--- config.mk ---
export PLATFORM = sky130hd
export DESIGN_NAME = writeback_queue_flat
export DESIGN_NICKNAME = d
export VERILOG_FILES = /design/src/rtl/writeback_queue_if.sv /design/src/rtl/writeback_queue.sv /design/src/flat_wrapper.sv
export SDC_FILE = /design/constraint.sdc
export NUM_CORES = 1
export LEC_CHECK = 0
export BUFFER_PORTS_ARGS = -buffer_cell sky130_fd_sc_hd__buf_4
export CORE_UTILIZATION = 44
export CTS_CLUSTER_DIAMETER = 80
export DETAILED_ROUTE_END_ITERATION = 12
export GPL_TIMING_DRIVEN = 0
export HOLD_SLACK_MARGIN = 0.03
export PLACE_DENSITY = 0.68
export SYNTH_ARGS = -nofsm -noshare
export SYNTH_HDL_FRONTEND = slang
export SYNTH_SLANG_ARGS = --single-unit
--- constraint.sdc ---
create_clock -name i_clk -period 6.3 [get_ports i_clk]
set_input_delay 0.315 -clock i_clk [delete_from_list [all_inputs] [get_ports i_clk]]
set_output_delay 0.315 -clock i_clk [all_outputs]
set_load 0.03 [all_outputs]
--- src/rtl/writeback_queue_if.sv ---
// Bundle of the write-back queue's producer, drain and forwarding signals.
// master: the side that drives results, drain_en and lookup addresses.
// slave: the queue itself.
interface writeback_queue_if #(
    parameter int N     = 24,
    parameter int DEPTH = 4
);
    localparam int CW = $clog2(DEPTH) + 1;

    logic          mem_valid;
    logic          mem_ready;
    logic [3:0]    mem_addr;
    logic [N-1:0]  mem_data;
    logic          alu_valid;
    logic          alu_ready;
    logic [3:0]    alu_addr;
    logic [N-1:0]  alu_data;
    logic          drain_en;
    logic [N-1:0]  pc_plus8;
    logic [3:0]    A3;
    logic [N-1:0]  WD3;
    logic          WE3;
    logic [N-1:0]  R15;
    logic [3:0]    fwd_addr1;
    logic [3:0]    fwd_addr2;
    logic          fwd_hit1;
    logic          fwd_hit2;
    logic [N-1:0]  fwd_data1;
    logic [N-1:0]  fwd_data2;
    logic [CW-1:0] count;

    modport master (
        output mem_valid, mem_addr, mem_data,
        output alu_valid, alu_addr, alu_data,
        output drain_en, pc_plus8, fwd_addr1, fwd_addr2,
        input  mem_ready, alu_ready, A3, WD3, WE3, R15,
        input  fwd_hit1, fwd_hit2, fwd_data1, fwd_data2, count
    );

    modport slave (
        input  mem_valid, mem_addr, mem_data,
        input  alu_valid, alu_addr, alu_data,
        input  drain_en, pc_plus8, fwd_addr1, fwd_addr2,
        output mem_ready, alu_ready, A3, WD3, WE3, R15,
        output fwd_hit1, fwd_hit2, fwd_data1, fwd_data2, count
    );
endinterface

--- src/rtl/writeback_queue.sv ---
// In-order write-back FIFO between execute/memory and the register file.
// Accepts up to two results per cycle (mem older than ALU), drains one per
// cycle onto A3/WD3/WE3/R15 and answers two forwarding lookups.
module writeback_queue #(
    parameter int N     = 24,
    parameter int DEPTH = 4
) (
    input  logic              i_clk,
    input  logic              i_rst_n,
    writeback_queue_if.slave  bus
);
    localparam int AW = $clog2(DEPTH);
    localparam int CW = AW + 1;

    logic [AW-1:0] r_head;
    logic [AW-1:0] r_tail;
    logic [CW-1:0] r_count;
    logic [3:0]    r_addr [DEPTH];
    logic [N-1:0]  r_data [DEPTH];

    logic [CW-1:0] w_free;
    logic          w_mem_ready;
    logic          w_alu_ready;
    logic          w_mem_push;
    logic          w_alu_push;
    logic [1:0]    w_push_cnt;
    logic [AW-1:0] w_alu_slot;
    logic          w_occupied;
    logic          w_pop;
    logic [3:0]    w_a3;
    logic [N-1:0]  w_wd3;
    logic [3:0]    w_fwd_addr [2];

    // Space is judged on registered occupancy only; a pop this cycle does
    // not make room for a push this cycle.
    assign w_free      = CW'(DEPTH) - r_count;
    assign w_mem_ready = (w_free >= CW'(1));
    assign w_alu_ready = (w_free >= CW'(2)) | (w_mem_ready & ~bus.mem_valid);

    // Writes to register 0 complete the handshake but are dropped.
    assign w_mem_push = bus.mem_valid & w_mem_ready & (bus.mem_addr != 4'd0);
    assign w_alu_push = bus.alu_valid & w_alu_ready & (bus.alu_addr != 4'd0);
    assign w_push_cnt = {1'b0, w_mem_push} + {1'b0, w_alu_push};
    // ALU lands behind a stored mem result, so mem is always older.
    assign w_alu_slot = r_tail + AW'(w_mem_push);

    assign w_occupied = (r_count != '0);
    assign w_pop      = w_occupied & bus.drain_en;
    assign w_a3       = w_occupied ? r_addr[r_head] : 4'd0;
    assign w_wd3      = w_occupied ? r_data[r_head] : '0;

    assign bus.mem_ready = w_mem_ready;
    assign bus.alu_ready = w_alu_ready;
    assign bus.WE3       = w_pop;
    assign bus.A3        = w_a3;
    assign bus.WD3       = w_wd3;
    assign bus.R15       = (w_pop && (w_a3 == 4'd15)) ? w_wd3 : bus.pc_plus8;
    assign bus.count     = r_count;

    // Pointers and occupancy; reset discards everything pending.
    always_ff @(posedge i_clk or negedge i_rst_n) begin
        if (!i_rst_n) begin
            r_head  <= '0;
            r_tail  <= '0;
            r_count <= '0;
        end else begin
            r_head  <= r_head + AW'(w_pop);
            r_tail  <= r_tail + AW'(w_push_cnt);
            r_count <= r_count + CW'(w_push_cnt) - CW'(w_pop);
        end
    end

    // Entry storage; contents need no reset since count gates every read.
    always_ff @(posedge i_clk) begin
        if (w_mem_push) begin
            r_addr[r_tail] <= bus.mem_addr;
            r_data[r_tail] <= bus.mem_data;
        end
        if (w_alu_push) begin
            r_addr[w_alu_slot] <= bus.alu_addr;
            r_data[w_alu_slot] <= bus.alu_data;
        end
    end

    assign w_fwd_addr[0] = bus.fwd_addr1;
    assign w_fwd_addr[1] = bus.fwd_addr2;

    genvar gi;
    generate
        for (gi = 0; gi < 2; gi++) begin : g_fwd
            logic         w_hit;
            logic [N-1:0] w_data;

            // Walk oldest to youngest so the youngest match wins.
            always_comb begin
                logic [AW-1:0] v_idx;
                w_hit  = 1'b0;
                w_data = '0;
                v_idx  = '0;
                for (int j = 0; j < DEPTH; j++) begin
                    v_idx = r_head + AW'(j);
                    if ((CW'(j) < r_count) && (w_fwd_addr[gi] != 4'd0) &&
                        (r_addr[v_idx] == w_fwd_addr[gi])) begin
                        w_hit  = 1'b1;
                        w_data = r_data[v_idx];
                    end
                end
            end
        end
    endgenerate

    assign bus.fwd_hit1  = g_fwd[0].w_hit;
    assign bus.fwd_data1 = g_fwd[0].w_data;
    assign bus.fwd_hit2  = g_fwd[1].w_hit;
    assign bus.fwd_data2 = g_fwd[1].w_data;
endmodule

--- src/flat_wrapper.sv ---
// flat-port wrapper written by rule: the top's interface ports become plain ports
module writeback_queue_flat 
#(
    parameter int N     = 24,
    parameter int DEPTH = 4
)
  (i_clk, i_rst_n, bus_mem_valid, bus_mem_addr, bus_mem_data, bus_alu_valid, bus_alu_addr, bus_alu_data, bus_drain_en, bus_pc_plus8, bus_fwd_addr1, bus_fwd_addr2, bus_mem_ready, bus_alu_ready, bus_A3, bus_WD3, bus_WE3, bus_R15, bus_fwd_hit1, bus_fwd_hit2, bus_fwd_data1, bus_fwd_data2, bus_count);
  writeback_queue_if #(.N(N), .DEPTH(DEPTH)) bus_i ();
  input  logic i_clk;
  input  logic i_rst_n;
  input wire logic [$bits(bus_i.mem_valid)-1:0] bus_mem_valid;
  input wire logic [$bits(bus_i.mem_addr)-1:0] bus_mem_addr;
  input wire logic [$bits(bus_i.mem_data)-1:0] bus_mem_data;
  input wire logic [$bits(bus_i.alu_valid)-1:0] bus_alu_valid;
  input wire logic [$bits(bus_i.alu_addr)-1:0] bus_alu_addr;
  input wire logic [$bits(bus_i.alu_data)-1:0] bus_alu_data;
  input wire logic [$bits(bus_i.drain_en)-1:0] bus_drain_en;
  input wire logic [$bits(bus_i.pc_plus8)-1:0] bus_pc_plus8;
  input wire logic [$bits(bus_i.fwd_addr1)-1:0] bus_fwd_addr1;
  input wire logic [$bits(bus_i.fwd_addr2)-1:0] bus_fwd_addr2;
  output wire logic [$bits(bus_i.mem_ready)-1:0] bus_mem_ready;
  output wire logic [$bits(bus_i.alu_ready)-1:0] bus_alu_ready;
  output wire logic [$bits(bus_i.A3)-1:0] bus_A3;
  output wire logic [$bits(bus_i.WD3)-1:0] bus_WD3;
  output wire logic [$bits(bus_i.WE3)-1:0] bus_WE3;
  output wire logic [$bits(bus_i.R15)-1:0] bus_R15;
  output wire logic [$bits(bus_i.fwd_hit1)-1:0] bus_fwd_hit1;
  output wire logic [$bits(bus_i.fwd_hit2)-1:0] bus_fwd_hit2;
  output wire logic [$bits(bus_i.fwd_data1)-1:0] bus_fwd_data1;
  output wire logic [$bits(bus_i.fwd_data2)-1:0] bus_fwd_data2;
  output wire logic [$bits(bus_i.count)-1:0] bus_count;
  assign bus_i.mem_valid = bus_mem_valid;
  assign bus_i.mem_addr = bus_mem_addr;
  assign bus_i.mem_data = bus_mem_data;
  assign bus_i.alu_valid = bus_alu_valid;
  assign bus_i.alu_addr = bus_alu_addr;
  assign bus_i.alu_data = bus_alu_data;
  assign bus_i.drain_en = bus_drain_en;
  assign bus_i.pc_plus8 = bus_pc_plus8;
  assign bus_i.fwd_addr1 = bus_fwd_addr1;
  assign bus_i.fwd_addr2 = bus_fwd_addr2;
  assign bus_mem_ready = bus_i.mem_ready;
  assign bus_alu_ready = bus_i.alu_ready;
  assign bus_A3 = bus_i.A3;
  assign bus_WD3 = bus_i.WD3;
  assign bus_WE3 = bus_i.WE3;
  assign bus_R15 = bus_i.R15;
  assign bus_fwd_hit1 = bus_i.fwd_hit1;
  assign bus_fwd_hit2 = bus_i.fwd_hit2;
  assign bus_fwd_data1 = bus_i.fwd_data1;
  assign bus_fwd_data2 = bus_i.fwd_data2;
  assign bus_count = bus_i.count;
  writeback_queue #(.N(N), .DEPTH(DEPTH)) u_core (.i_clk(i_clk), .i_rst_n(i_rst_n), .bus(bus_i));
endmodule
==> run summary <==
sequential cell area - 3540 µm²
mux share of post-synthesis cell area - 32.2%
compound-gate portion of the synthesized area - 15.4%
share of layout cells above drive strength 1 - 48.3%
Clk Latency, worst-skew pair - 0.44 ns
cell count after synthesis - 936
gpl congestion - 0.921
Distinct cells, synth - 62
Avg Inst Size Synth - 11.5 µm²
fin. max-slew vios - 0
Final WS setup - 1.84 ns
CP Capture Type - register
core area - 23800 µm²
largest family of logic cells by synthesized area - multiplexers
initial antenna violation count - 0
Slew Limit Headroom - 17.0%
Post-Synth Simple-Gate Area - 10.3%
die height - 159 µm
Total Nets Final - 1258
Max Freq - 0.224 GHz
vias in the first global route - 8824
largest net degree at the start of global routing - 24
critical path class - register to register
Max clock buf depth - 2
number of CTS-inserted buffers - 17
Adder-Cell Fraction of Synth Area - 1.46%
drt via density - 6.04
clock sinks - 119
CTS Root Cell - clkbuf_16
Ant. Diodes - 0
total global-route track usage - 29.2%
Clock Skews - 0.0121 ns
dpl ws - 1.91 ns
setup_tns - 0 ns
Area contributors post-synth - edfxtp_1 (31%), mux2_2 (18%), mux2i_1 (11%)
H-tree levels - 4
grt total ovfl - 0
Vias - 8973
Post-synth EDFFs - 112
crit-path max FO - 16
Worst EP arrival - 4.59 ns
Worst Tran Pin Value - 1.24 ns
CTS tree - built
final number of hold-violating endpoints - 0
post-DP HPWL - 26.3 mm
IO Count - 201
die area - 25100 µm²
Hold Path Class - input pin to register
Avg WL per Cell - 24.5 µm
Req. time, crit path - 6.43 ns
period utilisation layout - 70.7%
Area growth syn-to-layout - 23.7%
Final setup violation count - 0
outcome - completed
Inst Count DP - 1452
fillcell total - 2031
IO buf count - 193
area of the multi-input gates - 6760 µm²
Async SR Flop Fraction - 5.88%
register area share after synthesis - 32.8%
final WL - 36.3 mm
final instance count without filler cells - 1485
Tmin final - 4.46 ns
Synth Register Bits - 119
drt drc - 0
Synth Flop Type - edfxtp_1
XOR/XNOR share of the synthesized area - 2.93%
critical path launch point type - register
cts-stage hold buffer count - 1
Initial DRC Count - 817
starting density of the core - 45.4%
global-route wire length before repair - 53.0 mm
Post-Syn Area - 10800 µm²
Die W - 159 µm
row count - 56
unrepaired setup endpoints after global routing - no
Synth area leader - edfxtp_1
Synth top area share - 31.2%
Routed Antenna Nets - 0
Synth warnings - 0
Post-Syn Nets - 1041
Worst-path clk slew - 0.06 ns
Max-cap violations - 0
drt first pass iters - 6
cts repair resizes - 0
post-CTS setup buffer count - 0
## per-stage QoR
step / util, % / area [µm²] / hold slack (ns)
2_1_floorplan: - / 10800 / 0.0194
3_3_place_gp: 53.2 / 12600 / 0.138
3_5_place_dp: 53.7 / 12800 / 0.143
4_1_cts: 56.1 / 13300 / 0.208
5_1_grt: 56.1 / 13300 / 0.206
6_report: 56.1 / 13300 / 0.209
## Yosys cell counts (all sizes together) (2+ instances only)
library cell and number:
a211oi 4, a21o 2, a21oi 11, a221oi 66, and2 22, buf 56, clkbuf 25, dfrtp 7
edfxtp 112, ha 11, inv 15, mux2 175, mux2i 123, mux4 9, nand2 61, nand2b 22
nand4 3, nor2 36, nor2b 23, nor3 16, nor4 3, o21ai 48, o21bai 2, o22ai 2
o31ai 27, or2 2, or3 3, or4 2, xnor2 20, xor2 16
## flip-flops by register name, indices dropped and copies added (netlist names)
register / cells
u_core.r_addr: 16
u_core.r_tail: 2
u_core.bus.count: 3
u_core.r_head: 2
u_core.r_data: 96
## area by class of cell
type / instances / area share (%)
Tap cell: 319 / 2.99
Inverter: 15 / 0.422
Sequential cell: 119 / 26.5
Clock inverter: 14 / 0.957
Timing Repair Buffer: 198 / 11.6
Multi-Input combinational cell: 721 / 50.7
Clock buffer: 18 / 3.22
Buffer: 81 / 3.57
## final timing paths
kind	start	end	slack, ns	depth (start not counted)
setup reg to reg	u_core.bus.count[0]	u_core.r_data[0][18]	1.84	12
hold reg to reg	u_core.r_tail[0]	u_core.r_tail[0]	0.57	1
hold / removal	bus_alu_data[8]	u_core.r_data[2][8]	0.21	2
max in group asynchronous	i_rst_n	u_core.r_tail[1]	5.92	2
setup / recovery	u_core.bus.count[0]	u_core.r_data[0][18]	1.84	12
min in group asynchronous	i_rst_n	u_core.r_head[1]	0.24	2
## cells in the final DEF, fill, tap and decap left out, drive strengths merged, types with 16 or more instances in the layout
cell type / count
edfxtp: 112
inv: 18
clkbuf: 43
xor2: 16
and2: 22
nor2b: 23
a221oi: 66
o21ai: 48
nand2: 61
nor2: 36
o31ai: 27
nor3: 16
xnor2: 20
mux2: 175
nand2b: 22
mux2i: 123
buf: 253
## worst max-delay path, cell delays in order, from the launching register on
cell and delay, ns:
dfrtp_1 0.43, inv_1 0.15, ha_1 0.23, ha_1 0.28, nand3b_1 0.09, and3_1 0.23, ha_1 0.23, xor2_1 0.22
nor3_1 0.42, buf_2 0.39, buf_1 0.75, o21bai_4 0.46, buf_16 0.24
## metal layers
layer / share of wire (%) / routed length (µm) / vias up / global-route usage (%)
met5: 0 / 0 / - / 0
met4: 2.9 / 1040 / 0 / 12.1
met3: 8.5 / 3090 / 78 / 4.90
met2: 47 / 16900 / 457 / 46.7
met1: 42 / 15300 / 4396 / 39.2
li1: - / - / 4042 / -
## kinds of logic (layout without fill, tap and decap cells)
logic type | after synthesis | in the layout
compound gates | 164 | 164
xor+xnor | 36 | 36
fa+ha+maj | 12 | 12
buf+inv | 96 | 326
flops | 119 | 119
mux | 307 | 307
simple gates | 202 | 202
Power is not shown: default switching activity piles up to over one toggle a cycle in this logic, so the estimate is an artifact.
